File: config.mk
export PLATFORM = sky130hd
export DESIGN_NAME = ooo_fu_completion_arbiter
export DESIGN_NICKNAME = d
export VERILOG_FILES = /design/src/rtl/ooo_fu_completion_arbiter.sv
export SDC_FILE = /design/constraint.sdc
export NUM_CORES = 1
export LEC_CHECK = 0
export ABC_CLOCK_PERIOD_IN_PS = 8400
export CAP_MARGIN = 15
export CELL_PAD_IN_SITES_DETAIL_PLACEMENT = 1
export CELL_PAD_IN_SITES_GLOBAL_PLACEMENT = 2
export CORE_ASPECT_RATIO = 0.5
export CORE_MARGIN = 2
export CORE_UTILIZATION = 42
export CTS_BUF_LIST = sky130_fd_sc_hd__clkbuf_8 sky130_fd_sc_hd__clkbuf_16
export DETAILED_ROUTE_END_ITERATION = 8
export PLACE_DENSITY_LB_ADDON = 0.1
export SYNTH_ARGS = -nofsm -noshare
export SYNTH_HDL_FRONTEND = slang
export SYNTH_SLANG_ARGS = --single-unit
export TNS_END_PERCENT = 10
File: constraint.sdc
create_clock -name CLK -period 8.4 [get_ports CLK]
set_input_delay 1.68 -clock CLK [delete_from_list [all_inputs] [get_ports CLK]]
set_output_delay 1.68 -clock CLK [all_outputs]
set_load 0.02 [all_outputs]
File: src/rtl/ooo_fu_completion_arbiter.sv
// rtl/ooo_fu_completion_arbiter.sv - per-unit result FIFOs with round-robin, stall-stable commit arbitration
module ooo_fu_completion_arbiter #(
  parameter int NUM_FU  = 4,
  parameter int DEPTH   = 2,
  parameter int DATA_W  = 32,
  parameter int RD_W    = 5,
  parameter int FU_ID_W = $clog2(NUM_FU)
) (
  input  logic                     CLK,
  input  logic                     RST,
  input  logic                     flush,
  input  logic [NUM_FU-1:0]        fu_valid,
  output logic [NUM_FU-1:0]        fu_ready,
  input  logic [NUM_FU-1:0]        fu_wen,
  input  logic [NUM_FU-1:0]        fu_exc,
  input  logic [NUM_FU*RD_W-1:0]   fu_rd,
  input  logic [NUM_FU*DATA_W-1:0] fu_wdata,
  output logic [NUM_FU-1:0]        fu_busy,
  output logic                     cm_valid,
  input  logic                     cm_ready,
  output logic [FU_ID_W-1:0]       cm_fu_id,
  output logic                     cm_wen,
  output logic                     cm_exc,
  output logic [RD_W-1:0]          cm_rd,
  output logic [DATA_W-1:0]        cm_wdata
);

  localparam int PTR_W = $clog2(DEPTH);
  localparam int CNT_W = PTR_W + 1;
  localparam int ENT_W = 2 + RD_W + DATA_W;

  // Entry layout: {wen, exc, rd, wdata}
  logic [ENT_W-1:0]   r_mem   [NUM_FU][DEPTH];
  logic [PTR_W-1:0]   r_wptr  [NUM_FU];
  logic [PTR_W-1:0]   r_rptr  [NUM_FU];
  logic [CNT_W-1:0]   r_cnt   [NUM_FU];
  logic [FU_ID_W-1:0] r_rr_ptr;
  logic [FU_ID_W-1:0] r_lock_id;
  logic               r_lock;

  logic [NUM_FU-1:0]  w_nonempty;
  logic [NUM_FU-1:0]  w_ready;
  logic [NUM_FU-1:0]  w_push;
  logic [NUM_FU-1:0]  w_pop;
  logic [FU_ID_W-1:0] w_scan;
  logic               w_found;
  logic [FU_ID_W-1:0] w_idx;
  logic [FU_ID_W-1:0] w_grant;
  logic [FU_ID_W-1:0] w_grant_next;
  logic               w_hs;
  logic [ENT_W-1:0]   w_head;
  int                 w_sum;

  // Per-channel status from registered counts only; ready never looks at this cycle's pop
  always_comb begin
    for (int i = 0; i < NUM_FU; i++) begin
      w_nonempty[i] = (r_cnt[i] != '0);
      w_ready[i]    = (r_cnt[i] != CNT_W'(DEPTH));
      w_push[i]     = fu_valid[i] && w_ready[i];
    end
  end

  // Round-robin scan: first non-empty channel starting at rr_ptr, wrapping mod NUM_FU
  always_comb begin
    w_scan  = r_rr_ptr;
    w_found = 1'b0;
    w_sum   = 0;
    w_idx   = '0;
    for (int k = 0; k < NUM_FU; k++) begin
      w_sum = int'(r_rr_ptr) + k;
      if (w_sum >= NUM_FU) begin
        w_sum = w_sum - NUM_FU;
      end
      w_idx = FU_ID_W'(w_sum);
      if (!w_found && w_nonempty[w_idx]) begin
        w_found = 1'b1;
        w_scan  = w_idx;
      end
    end
  end

  // A stalled grant is held so the commit payload cannot change under a pending handshake
  always_comb begin
    w_grant      = r_lock ? r_lock_id : w_scan;
    w_grant_next = (w_grant == FU_ID_W'(NUM_FU - 1)) ? '0 : w_grant + FU_ID_W'(1);
    w_hs         = cm_valid && cm_ready;
    for (int i = 0; i < NUM_FU; i++) begin
      w_pop[i] = w_hs && (w_grant == FU_ID_W'(i));
    end
  end

  assign cm_valid = (|w_nonempty) || r_lock;
  assign w_head   = r_mem[w_grant][r_rptr[w_grant]];
  assign cm_fu_id = w_grant;
  assign cm_wen   = w_head[ENT_W-1];
  assign cm_exc   = w_head[ENT_W-2];
  assign cm_rd    = w_head[DATA_W +: RD_W];
  assign cm_wdata = w_head[DATA_W-1:0];
  assign fu_ready = w_ready;
  assign fu_busy  = w_nonempty;

  // FIFO storage; stale writes during flush are harmless because the pointers are cleared
  always_ff @(posedge CLK) begin
    for (int i = 0; i < NUM_FU; i++) begin
      if (w_push[i]) begin
        r_mem[i][r_wptr[i]] <= {fu_wen[i], fu_exc[i],
                                fu_rd[i*RD_W +: RD_W],
                                fu_wdata[i*DATA_W +: DATA_W]};
      end
    end
  end

  // FIFO pointers and counts; flush and reset discard everything including this cycle's push/pop
  always_ff @(posedge CLK) begin
    if (RST || flush) begin
      for (int i = 0; i < NUM_FU; i++) begin
        r_wptr[i] <= '0;
        r_rptr[i] <= '0;
        r_cnt[i]  <= '0;
      end
    end else begin
      for (int i = 0; i < NUM_FU; i++) begin
        if (w_push[i]) begin
          r_wptr[i] <= r_wptr[i] + PTR_W'(1);
        end
        if (w_pop[i]) begin
          r_rptr[i] <= r_rptr[i] + PTR_W'(1);
        end
        if (w_push[i] && !w_pop[i]) begin
          r_cnt[i] <= r_cnt[i] + CNT_W'(1);
        end else if (w_pop[i] && !w_push[i]) begin
          r_cnt[i] <= r_cnt[i] - CNT_W'(1);
        end
      end
    end
  end

  // Arbiter state: advance past the winner on handshake, lock onto it on stall; flush keeps rr_ptr
  always_ff @(posedge CLK) begin
    if (RST) begin
      r_rr_ptr  <= '0;
      r_lock    <= 1'b0;
      r_lock_id <= '0;
    end else if (flush) begin
      r_lock    <= 1'b0;
    end else if (w_hs) begin
      r_rr_ptr  <= w_grant_next;
      r_lock    <= 1'b0;
    end else if (cm_valid) begin
      r_lock    <= 1'b1;
      r_lock_id <= w_grant;
    end
  end

endmodule

After elaboration in Yosys (flattened, before gate mapping)

Memory sizes are Yosys's and may differ from the RTL's.
Index checks and enable logic that the tools add are counted.

Add/subtract/negate cells: 24
Magnitude comparators: 17
Eq/ne operators: 7
Mux-type cells: 106
Bitwise logic cells: 23
Reduce and logical (&&, ||, !) cells: 46

Operators with widths:

| operator              | count |
|---|---|
| $mux W78              | 4 |
| $mux W39              | 7 |
| $demux W39 S1         | 4 |
| $mux W1               | 69 |
| $mux W2               | 18 |
| $logic_and A1 B1 Y1   | 24 |
| $or A1 B1 Y1          | 16 |
| $sub A2 B1 Y2 const B | 8 |
| $lt A2 B3 Y1 const B  | 4 |
| $logic_not A1 Y1      | 11 |
| $add A2 B1 Y2 const B | 5 |
| $ge A2 B2 Y1 const B  | 5 |
| $not A1 Y2            | 5 |
| $ge A3 B3 Y1 const B  | 3 |
| $add A1 B1 Y1 const B | 8 |
| $bmux W1 S2           | 4 |
| $lt A2 B1 Y1 const B  | 4 |
| $ne A2 B2 Y1 const B  | 4 |
| $reduce_bool A2 Y1    | 4 |
| $add A2 B2 Y3 const B | 2 |
| $eq A2 B2 Y1 const B  | 2 |
| $reduce_or A4 Y1      | 1 |
| $add A2 B1 Y3 const B | 1 |
| $ge A2 B3 Y1 const B  | 1 |
| other kinds (7)       | 9 |

Flip-flop bits (word level): 5
Memory bits (writable): 328
Input bits: 164
Output and inout port bits: 50
Memories: 4

Memories:

| name   | depth | width | rd ports | clocked after memory_dff | write ports | line | source |
|---|---|---|---|---|---|---|---|
| r_mem  | 4     | 78    | 1        | 0                        | 4           | 33   | `logic [ENT_W-1:0] r_mem [NUM_FU][DEPTH];` |
| r_cnt  | 4     | 2     | 4        | 0                        | 4           | 36   | `logic [CNT_W-1:0] r_cnt [NUM_FU];` |
| r_rptr | 4     | 1     | 5        | 0                        | 4           | 35   | `logic [PTR_W-1:0] r_rptr [NUM_FU];` |
| r_wptr | 4     | 1     | 4        | 0                        | 4           | 34   | `logic [PTR_W-1:0] r_wptr [NUM_FU];` |

Logic depth before layout (Yosys ltp)

Gate-level depths: netlist (run 1).

Depth after elaboration: 24
Depth in mapped cells: 13
Gate-level depth less buffers: 11

Worst setup path before layout (run 1)

OpenSTA, ideal clock, no wires.

Path type: register to output
From: mem r_cnt[3][0] (netlist bit)
To: out cm_exc
Data arrival time: 2307 ps
Required time: 6720 ps
Slack: 4413 ps
Cell stages (with the launch flop): 11
Cells stage by stage: edfxtp_1 inv_1 ha_1 or4_1 and3_1 nor3_1 nor2_1 buf_2 buf_2 mux2i_1 mux2_2

RTL lines:

| item        | line | source |
|---|---|---|
| from (decl) | 36   |  |
| to (decl)   | 23   | `output logic cm_exc,` |

==> metrics, run 1 <==
DR WL/cell roughly 23 um; CTS tree done; Cells after Synth 788; post-synthesis register bit count about 330; vias in the first global route roughly 8000; Fill cells about 3000; Flop pwr share 0.343; total vias in the final route around 7500; Post-Route WL ~33 mm; syn_area_per_cell roughly 17 um2; met2 Track Usage GR 0.370; share of synthesized area spent on multiplexers 0.206; slowest cell on the critical path buf_4; fin area 0.0173 mm2; slew margin rel. 0.251; total track usage 0.194; post-synthesis simple-gate area fraction 0.0345; DP HPWL about 22 mm; Hold Vio Cnt, Final 0; largest net degree at the start of global routing 47; setup bufs post-CTS 0; CTS root buffer clkbuf_16; fmax between 0.15 and 0.2 GHz; ant diodes 0; Arr. time, crit path 4.42 ns; worst-skew pair later-pin latency around 0.57 ns; CTS buffer count 31; grt ovf 0; status finished, final reports clean; Final period util 0.726; final setup fails 0; Post-synth EDFFs between 300 and 400; Most Crowded Layer GR met2; HP Class reg -> reg; Setup WS pre-CTS ~2.8 ns; Combinational Power Share 0.437; Cell Area, Synth around 0.014 mm2; Ys Warns 0; skew final 0.0112 ns; Cell Chain, Critical Path inv_1, ha_1, inv_1, a31o_2, o2bb2ai_1, nor2_4, buf_4, buf_4, mux2i_1, mux2_2, clkdlybuf4s50_1; die area between 0.03 and 0.04 mm2; Clock Path Buffers 3; Worst-path clk slew about 0.06 ns; initial antenna violation count 1; Leak 6.02 nW; vias per std cell 5.11; P_int roughly 0.0040 W; syn nets between 900 and 1000; Final nets about 1200; Least-Margin Pin Slew 1.12 ns; largest stage delay on the critical path approximately 0.74 ns; Crit path max-delay family buffers and inverters; Async SR Flop Fraction 0; Synth area leaders edfxtp_1 72%, mux2i_1 17%, mux2_2 3.4%; placed inst area about 0.016 mm2; share of cells above drive strength 1 0.108; I/O Pins roughly 210; Hold-fix buffers, CTS 0; Critical Path Source Type flip-flop; largest family of logic cells by synthesized area multiplexers; Sw Pwr around 0.0021 W; Final min period 6.10 ns; first-pass GRT wire length 49.9 mm; Yosys top cell area share 0.717; met3 GRT Util 0.0304; Die W around 260 um; H-Tree Depth 1; CP bufs+invs 5; Area Growth Syn to Fin 26.1%; Yosys cell types 45; xor and xnor fraction of the mapped netlist area 0.000638; Post-route DRC 0; Worst Path Max Fanout 46; area leader, netlist edfxtp_1; number of cell rows 46; Sw Ratio 0.346; Post-DRT Antenna Nets 0; Port Buffers 213; commonest register cell after synthesis edfxtp_1; Synth Area in Compound Gates 0.0138; Max Slew Vio Count 0; RSZ-0062 raised after global routing no; Peak supply drop between 0.3 and 0.4 mV; pwr/cell area 352 mW/mm2; Core ar. 0.0319 mm2; initial drt markers between 400 and 500; Critical Path End Type output port; clock power share 0.220; sequential area share after synthesis 0.725; CP Class reg -> out; Initial Utilization 0.430; required time of the critical path 6.72 ns; DRT Pass-1 Iters 4; post-cts sizing count 0; Final Wtd Congestion 0.784; max cap viols 0; worst setup margin 2.30 ns; Post-Synth Adder-Cell Area 0.00364; clk sinks around 330; setup tns final 0 ns; met1 usage 0.232; DIE HEIGHT 132 um
## power by group through the flow
stage	combinational, W	sequential, W	clock [W]
after floorplan	0.00167	0.00210	0
after global placement	0.00268	0.00211	0
after detailed placement	0.00270	0.00212	0
after CTS	0.00272	0.00209	0.00138
after global routing	0.00284	0.00210	0.00143
final	0.00266	0.00208	0.00134
## cell families (layout without fill, tap and decap cells)
family	Yosys count	after routing
flip-flops	333	333
multiplexers	278	278
AND/OR/NAND/NOR	92	92
buffers and inverters	52	292
AO/OA/AOI/OAI	28	28
adder cells (fa/ha/maj)	4	4
XOR/XNOR	1	1
## worst paths after layout
| kind | start | end | slack (ns) | cells past startpoint |
|---|---|---|---|---|
| setup / recovery | r_cnt[3][0] | cm_wdata[1] | 2.30 | 11 |
| hold / removal | r_lock_id[1] | r_lock_id[1] | 0.50 | 2 |
| setup reg to reg | r_rr_ptr[0] | r_cnt[0][0] | 4.99 | 8 |
| hold reg to reg | r_lock_id[1] | r_lock_id[1] | 0.50 | 2 |
## tightest hold or removal path, cell delays in order, from the launching register on
cell and delay (ns):
dfxtp_1 0.32, mux2i_1 0.07, nor2_1 0.08
## final cells by class
type / count / area [um2] / share of cell area
Inverter: 12 / 47.5 / 0.00275
Clock buffer: 31 / 776 / 0.0448
Tap cell: 432 / 541 / 0.0312
Timing Repair Buffer: 226 / 2230 / 0.129
Sequential cell: 333 / 9950 / 0.575
Clock inverter: 23 / 165 / 0.00954
Multi-Input combinational cell: 403 / 3600 / 0.208
## metal layers
layer,vias up,wire length (um)
met3,42,1170
met5,-,12
met1,3771,13200
li1,3521,-
met4,2,478
met2,129,18200
## stage by stage
step | instances | total power (W) | hold slack (ns) | util
after floorplan | 788 | 0.00377 | 0.460 | -
after global placement | 1406 | 0.00479 | 0.476 | 0.512
after detailed placement | 1406 | 0.00482 | 0.497 | 0.512
after CTS | 1460 | 0.00618 | 0.513 | 0.542
after global routing | 1460 | 0.00638 | 0.544 | 0.542
final | 1460 | 0.00608 | 0.503 | 0.542
## state kept, by name, summed over array words and instances, names as in the netlist
register / cells
r_lock_id: 2
r_lock: 1
r_rr_ptr: 2
r_rptr: 4
r_cnt: 8
r_mem: 312
r_wptr: 4
## cell usage in the layout, fill, tap and decap left out, drive strengths merged, types with 9 or more instances in the layout
| cell | n |
|---|---|
| buf | 13 |
| clkbuf | 31 |
| clkdlybuf4s50 | 213 |
| clkinv | 15 |
| edfxtp | 328 |
| inv | 17 |
| mux2 | 41 |
| mux2i | 237 |
| nand2 | 24 |
| nand2b | 9 |
| nor2 | 13 |
| nor3 | 16 |
## cells in the mapped netlist, types with 3 or more instances
master / number
edfxtp_1: 328
mux2i_1: 237
mux2_2: 41
clkbuf_1: 28
nand2_1: 24
nor3_1: 16
nor2_1: 12
inv_1: 11
buf_2: 10
nand2b_1: 9
a21oi_1: 8
and3_1: 5
dfxtp_1: 5
nand3_1: 5
ha_1: 4
a211oi_1: 3
and2_1: 3
o21ai_0: 3
Power figures use the tool's default switching activity.
==> run 2, diff against run 1 <==
Settings changed: ABC_CLOCK_PERIOD_IN_PS 8400 to 6150, CORE_UTILIZATION 42 to 39.
Clock period 8.4 ns to 6.15 ns, I/O delays scaled along.
==> run 2 against run 1 <==
Wire length grew 5.6%. Setup slack lost 1.5 ns. Combinational power grew 37%. Sequential cell count is the same. Count of clock-buffer cells in the layout is the same. First-iteration DRC count shrank 33%. Register-to-register slack lost 2.0 ns. Non-clock buffer count grew 4. Highest routed layer is now met4. Sequential share of layout area shrank 0.67 points. Global-route usage shrank 0.65 points.
==> metrics, run 2 (same netlist as run 1, synthesis figures left out) <==
status finished, final reports clean; Leak just over 6 nW; Worst-path clk slew around 0.07 ns; vias per std cell ~5.0; required time of the critical path 4.92 ns; P_int around 0.0056 W; Fill cells about 3300; Worst Path Max Fanout between 60 and 70; Peak supply drop ~0.58 mV; largest stage delay on the critical path just over 0.6 ns; CP bufs+invs 4; Hold Vio Cnt, Final 0; RSZ-0062 raised after global routing no; placed inst area approximately 0.016 mm2; most frequent cells in the layout 328 x edfxtp_1, 237 x mux2i_1, 213 x clkdlybuf4s50_1; Hold-fix buffers, CTS 0; Cell Chain, Critical Path inv_1, ha_1, inv_1, a31o_2, o2bb2ai_1, nor2_4, buf_12, mux2i_1, mux2_2, clkdlybuf4s50_1; Area Growth Syn to Fin 27.5%; fmax around 0.19 GHz; worst-skew pair later-pin latency roughly 0.57 ns; fin area ~0.018 mm2; DR WL/cell between 20 and 25 um; Flop pwr share 0.337; post-cts sizing count 0; max FFs per register ~310; Final min period about 5.4 ns; total vias in the final route about 7500; pwr/cell area around 480 mW/mm2; Final period util 0.872; vias in the first global route approximately 8000; Post-route DRC 0; setup tns final 0 ns; most common cell after layout, fill and taps aside edfxtp_1; skew final approximately 0.0094 ns; Die W between 200 and 300 um; Final Wtd Congestion roughly 0.81; clk sinks roughly 330; die area 0.0368 mm2; Final nets 1179; Combinational Power Share 0.430; Clock Path Buffers 3; initial antenna violation count 3; slowest cell on the critical path clkdlybuf4s50_1; Max Slew Vio Count 0; grt ovf 0; HP Class reg -> reg; Least-Margin Pin Slew ~0.81 ns; CP Class reg -> out; Arr. time, crit path between 4 and 5 ns; worst setup margin just under 0.8 ns; clock power share 0.233; initial drt markers approximately 290; Core ar. ~0.035 mm2; setup bufs post-CTS 0; max cap viols 0; final setup fails 0; share of cells above drive strength 1 0.115; overall power about 0.0085 W; Port Buffers 213; Post-Route WL around 35 mm; DP HPWL approximately 24 mm; CTS buffer count 31; largest net degree at the start of global routing 67; I/O Pins between 200 and 250; number of cell rows 48; Sw Pwr about 0.0029 W; Post-DRT Antenna Nets 0; Critical Path End Type output port; first-pass GRT wire length approximately 51 mm; total track usage 0.187; Inst Count DP about 1500; Sw Ratio 0.343; area of the multi-input gates about 0.0036 mm2; slew margin rel. 0.457; Critical Path Source Type flip-flop; Setup WS pre-CTS ~1.4 ns; CTS root buffer clkbuf_16; DIE HEIGHT between 100 and 150 um; Crit path max-delay family buffers and inverters; Worst path most repeated cell inv_1; register area approximately 0.01 mm2; H-Tree Depth 1; Initial Utilization 0.397; CTS tree done; DRT Pass-1 Iters 6; non-filler instance count after layout between 1500 and 2000
[run 2: path summary, 6_finish.rpt]
kind | slack [ns] | depth (start not counted) | to | startpoint
max | 0.79 | 10 | cm_wdata[17] | r_cnt[3][0]
min | 0.51 | 2 | r_lock_id[1] | r_lock_id[1]
max reg2reg | 2.99 | 9 | r_cnt[0][0] | r_cnt[3][0]
min reg2reg | 0.51 | 2 | r_lock_id[1] | r_lock_id[1]
[run 2: power groups by stage]
stage          Sequential (W)  Clock [W]  Combinational (W)
3_5_place_dp          0.00291          0            0.00371
4_1_cts               0.00286    0.00204            0.00373
5_1_grt               0.00288    0.00212            0.00388
3_3_place_gp          0.00290          0            0.00369
2_1_floorplan         0.00287          0            0.00228
6_report              0.00286    0.00198            0.00365
[run 2: routing by layer]
| metal | track usage | share of wire |
|---|---|---|
| met1 | 0.213 | 0.40 |
| met2 | 0.368 | 0.54 |
| met3 | 0.0339 | 0.037 |
| met4 | 0.0417 | 0.018 |
| met5 | 0 | 0 |
[run 2: layout make-up]
| cell class | instances | area share |
|---|---|---|
| antenna | 2 | 0.000286 |
| clock buffer | 31 | 0.0443 |
| tap | 475 | 0.0339 |
| timing repair buffer | 230 | 0.130 |
| clock inverter | 25 | 0.0145 |
| sequential | 333 | 0.568 |
| inverter | 12 | 0.00272 |
| multi-input combinational | 403 | 0.206 |
[run 2: metrics by stage]
step | utilization | hold slack, ns
floorplan | - | 0.460
global placement | 0.476 | 0.478
detailed placement | 0.476 | 0.496
CTS | 0.506 | 0.511
global route | 0.506 | 0.529
finish | 0.506 | 0.511
[run 2: tightest hold or removal path, cell delays in order (launching register included)]
cell     delay, ns
dfxtp_1       0.34
mux2i_1       0.07
nor2_1        0.07
==> run 3, diff against run 2 <==
Settings changed: ABC_AREA set to 1, CORE_UTILIZATION 39 to 35.
==> run 3 against run 2 <==
Cell area is 0.84% higher. Die area up 13%. Cell count up 34%. Fmax fell by 5.2%. Global-route usage is 0.78 points higher. Sequential power is 4% lower. Via count rose by 31%. First-iteration DRC count grew 86%. Critical path type unchanged.
==> metrics, run 3 <==
status finished, final reports clean; initial antenna violation count 2; Die W around 290 um; final setup fails 0; P_int between 0.005 and 0.006 W; max FFs per register between 300 and 400; most frequent cells after synthesis 583 x nand2_1, 328 x edfxtp_1, 178 x nand3_1; pwr/cell area roughly 530 mW/mm2; vias per std cell approximately 4.8; worst-skew pair later-pin latency between 0.5 and 0.6 ns; Final period util 0.919; most frequent cells in the layout 582 x nand2_1, 328 x edfxtp_1, 212 x clkdlybuf4s50_1; Yosys top cell area share 0.704; DR WL/cell 20.0 um; Worst-path clk slew ~0.070 ns; CTS tree done; total track usage 0.195; Hold Vio Cnt, Final 0; Critical Path Source Type flip-flop; Inst Count DP just under 2000; max cap viols 0; Critical Path End Type output port; Least-Margin Pin Slew between 1 and 1.5 ns; fmax roughly 0.18 GHz; die area between 0.04 and 0.05 mm2; RSZ-0062 raised after global routing no; Worst Path Max Fanout 40; DIE HEIGHT ~150 um; number of cell rows 51; DRT Pass-1 Iters 5; Post-Route WL 40.7 mm; sequential area share after synthesis 0.712; clock power share 0.199; Final nets 1644; setup tns final 0 ns; Flop pwr share 0.293; Area Growth Syn to Fin 26.3%; Cell Area, Synth between 0.01 and 0.015 mm2; met3 GRT Util 0.0265; Post-DRT Antenna Nets 0; Clock Path Buffers 3; Sw Ratio 0.429; Ys Warns 0; Yosys cell types 24; initial drt markers ~540; syn_area_per_cell 11.0 um2; H-Tree Depth 1; grt ovf 0; setup bufs post-CTS 0; met2 Track Usage GR 0.354; Most Crowded Layer GR met2; non-filler instance count after layout just over 2000; Leak around 6.8 nW; Async SR Flop Fraction 0; Final min period 5.65 ns; DP HPWL 26.0 mm; slew margin rel. 0.263; skew final 0.00954 ns; Synth area leaders edfxtp_1 70%, nand2_1 16%, nand3_1 6.4%; area leader, netlist edfxtp_1; first-pass GRT wire length between 60 and 70 mm; most common cell after layout, fill and taps aside nand2_1; vias in the first global route between 10000 and 15000; HP Class reg -> reg; Sw Pwr 0.00401 W; Arr. time, crit path between 4 and 5 ns; Port Buffers ~210; Peak supply drop between 0.3 and 0.4 mV; total vias in the final route between 9000 and 10000; post-synthesis register bit count between 300 and 400; clk sinks approximately 330; Cells after Synth between 1000 and 1500; Max Slew Vio Count 0; most frequent cell after synthesis nand2_1; Hold-fix buffers, CTS 0; commonest register cell after synthesis edfxtp_1; Post-synth EDFFs between 300 and 400; I/O Pins roughly 210; met1 usage 0.251; Initial Utilization 0.357; required time of the critical path 4.92 ns; Combinational Power Share 0.508; syn nets 1441; largest net degree at the start of global routing 69; share of cells above drive strength 1 0.0600; CTS buffer count 31; CP Class reg -> out; Post-route DRC 0; Core ar. 0.0391 mm2; Final Wtd Congestion a little under 0.8; CTS root buffer clkbuf_16
==> run 3: changes by cell type after synthesis, moves of 9 or more <==
| cell | previous run | this run |
|---|---|---|
| nand2_1 | 24 | 583 |
| mux2i_1 | 237 | 3 |
| nand3_1 | 5 | 178 |
| mux2_2 | 41 | 0 |
| inv_1 | 11 | 43 |
| buf_2 | 10 | 30 |
| clkbuf_1 | 28 | 14 |
| buf_4 | 0 | 12 |
| nor2_1 | 12 | 24 |
| nand2b_1 | 9 | 0 |
==> run 3: path summary, 6_finish.rpt <==
path | depth (start not counted) | start | slack, ns | end
max | 18 | r_rr_ptr[0] | 0.50 | cm_wdata[13]
min | 2 | r_lock_id[1] | 0.55 | r_lock_id[1]
max reg2reg | 18 | r_rr_ptr[0] | 2.45 | r_cnt[3][1]
min reg2reg | 2 | r_lock_id[1] | 0.55 | r_lock_id[1]
==> run 3: metal layers <==
layer / wire length (um) / up-vias / share of wire
met5: 0 / - / 0
met4: 658 / 0 / 0.016
met3: 1360 / 49 / 0.034
met2: 20900 / 155 / 0.51
met1: 17700 / 4903 / 0.44
li1: - / 4713 / -
==> run 3: power by group through the flow <==
stage | Sequential, W | Clock, W | Combinational, W
final | 0.00275 | 0.00186 | 0.00475
after global routing | 0.00276 | 0.00200 | 0.00527
after CTS | 0.00275 | 0.00191 | 0.00487
after detailed placement | 0.00279 | 0 | 0.00485
after global placement | 0.00279 | 0 | 0.00476
after floorplan | 0.00278 | 0 | 0.00297
==> run 3: metrics by stage <==
stage               hold slack [ns]  total power (W)  setup slack, ns  instance area, um2   util
floorplan                     0.505          0.00575             2.74               14000      -
global placement              0.543          0.00755             1.09               16700  0.426
detailed placement            0.539          0.00764            0.949               16700  0.427
CTS                           0.555          0.00952            0.316               17600  0.451
global route                  0.568           0.0100           0.0368               17700  0.451
finish                        0.555          0.00936            0.496               17700  0.451
==> run 3: critical path, stage by stage, from the launching register on <==
cell and delay, ns:
dfxtp_1 0.54, inv_2 0.17, nand2_1 0.12, nand2_1 0.06, nand2_1 0.13, nand2_2 0.12
nand2_1 0.11, nand2_1 0.06, nand3_1 0.07, nand3_1 0.09, nand2_2 0.13, nand2_4 0.22
inv_4 0.45, nand3_2 0.11, nand2_2 0.11, buf_4 0.47, nand2_1 0.13, nand2_1 0.09
clkdlybuf4s50_1 0.60
==> run 3: cell type report <==
cell class,count,area [um2]
Fill cell,4262,21500
Sequential cell,333,9950
Multi-Input combinational cell,830,3590
Timing Repair Buffer,232,2330
Clock buffer,31,776
Tap cell,530,663
Inverter,48,183
Clock inverter,26,168
Antenna cell,2,5.00
==> run 3: repair_timing <==
| item | 4_1_cts | 5_1_grt |
|---|---|---|
| hold endpoints to repair | 0 | 0 |
| gates resized for setup | 0 | 1 |
| setup endpoints to repair | 0 | 2 |
==> run 3: cells by family (layout without fill, tap and decap cells) <==
group           Yosys count  after routing  synth area share
other cells               0              2                 0
fa+ha+maj                 4              4           0.00358
compound gates           11             11           0.00555
flops                   333            333             0.712
simple gates            812            812             0.239
buf+inv                 110            337            0.0378
mux                       3              3           0.00215
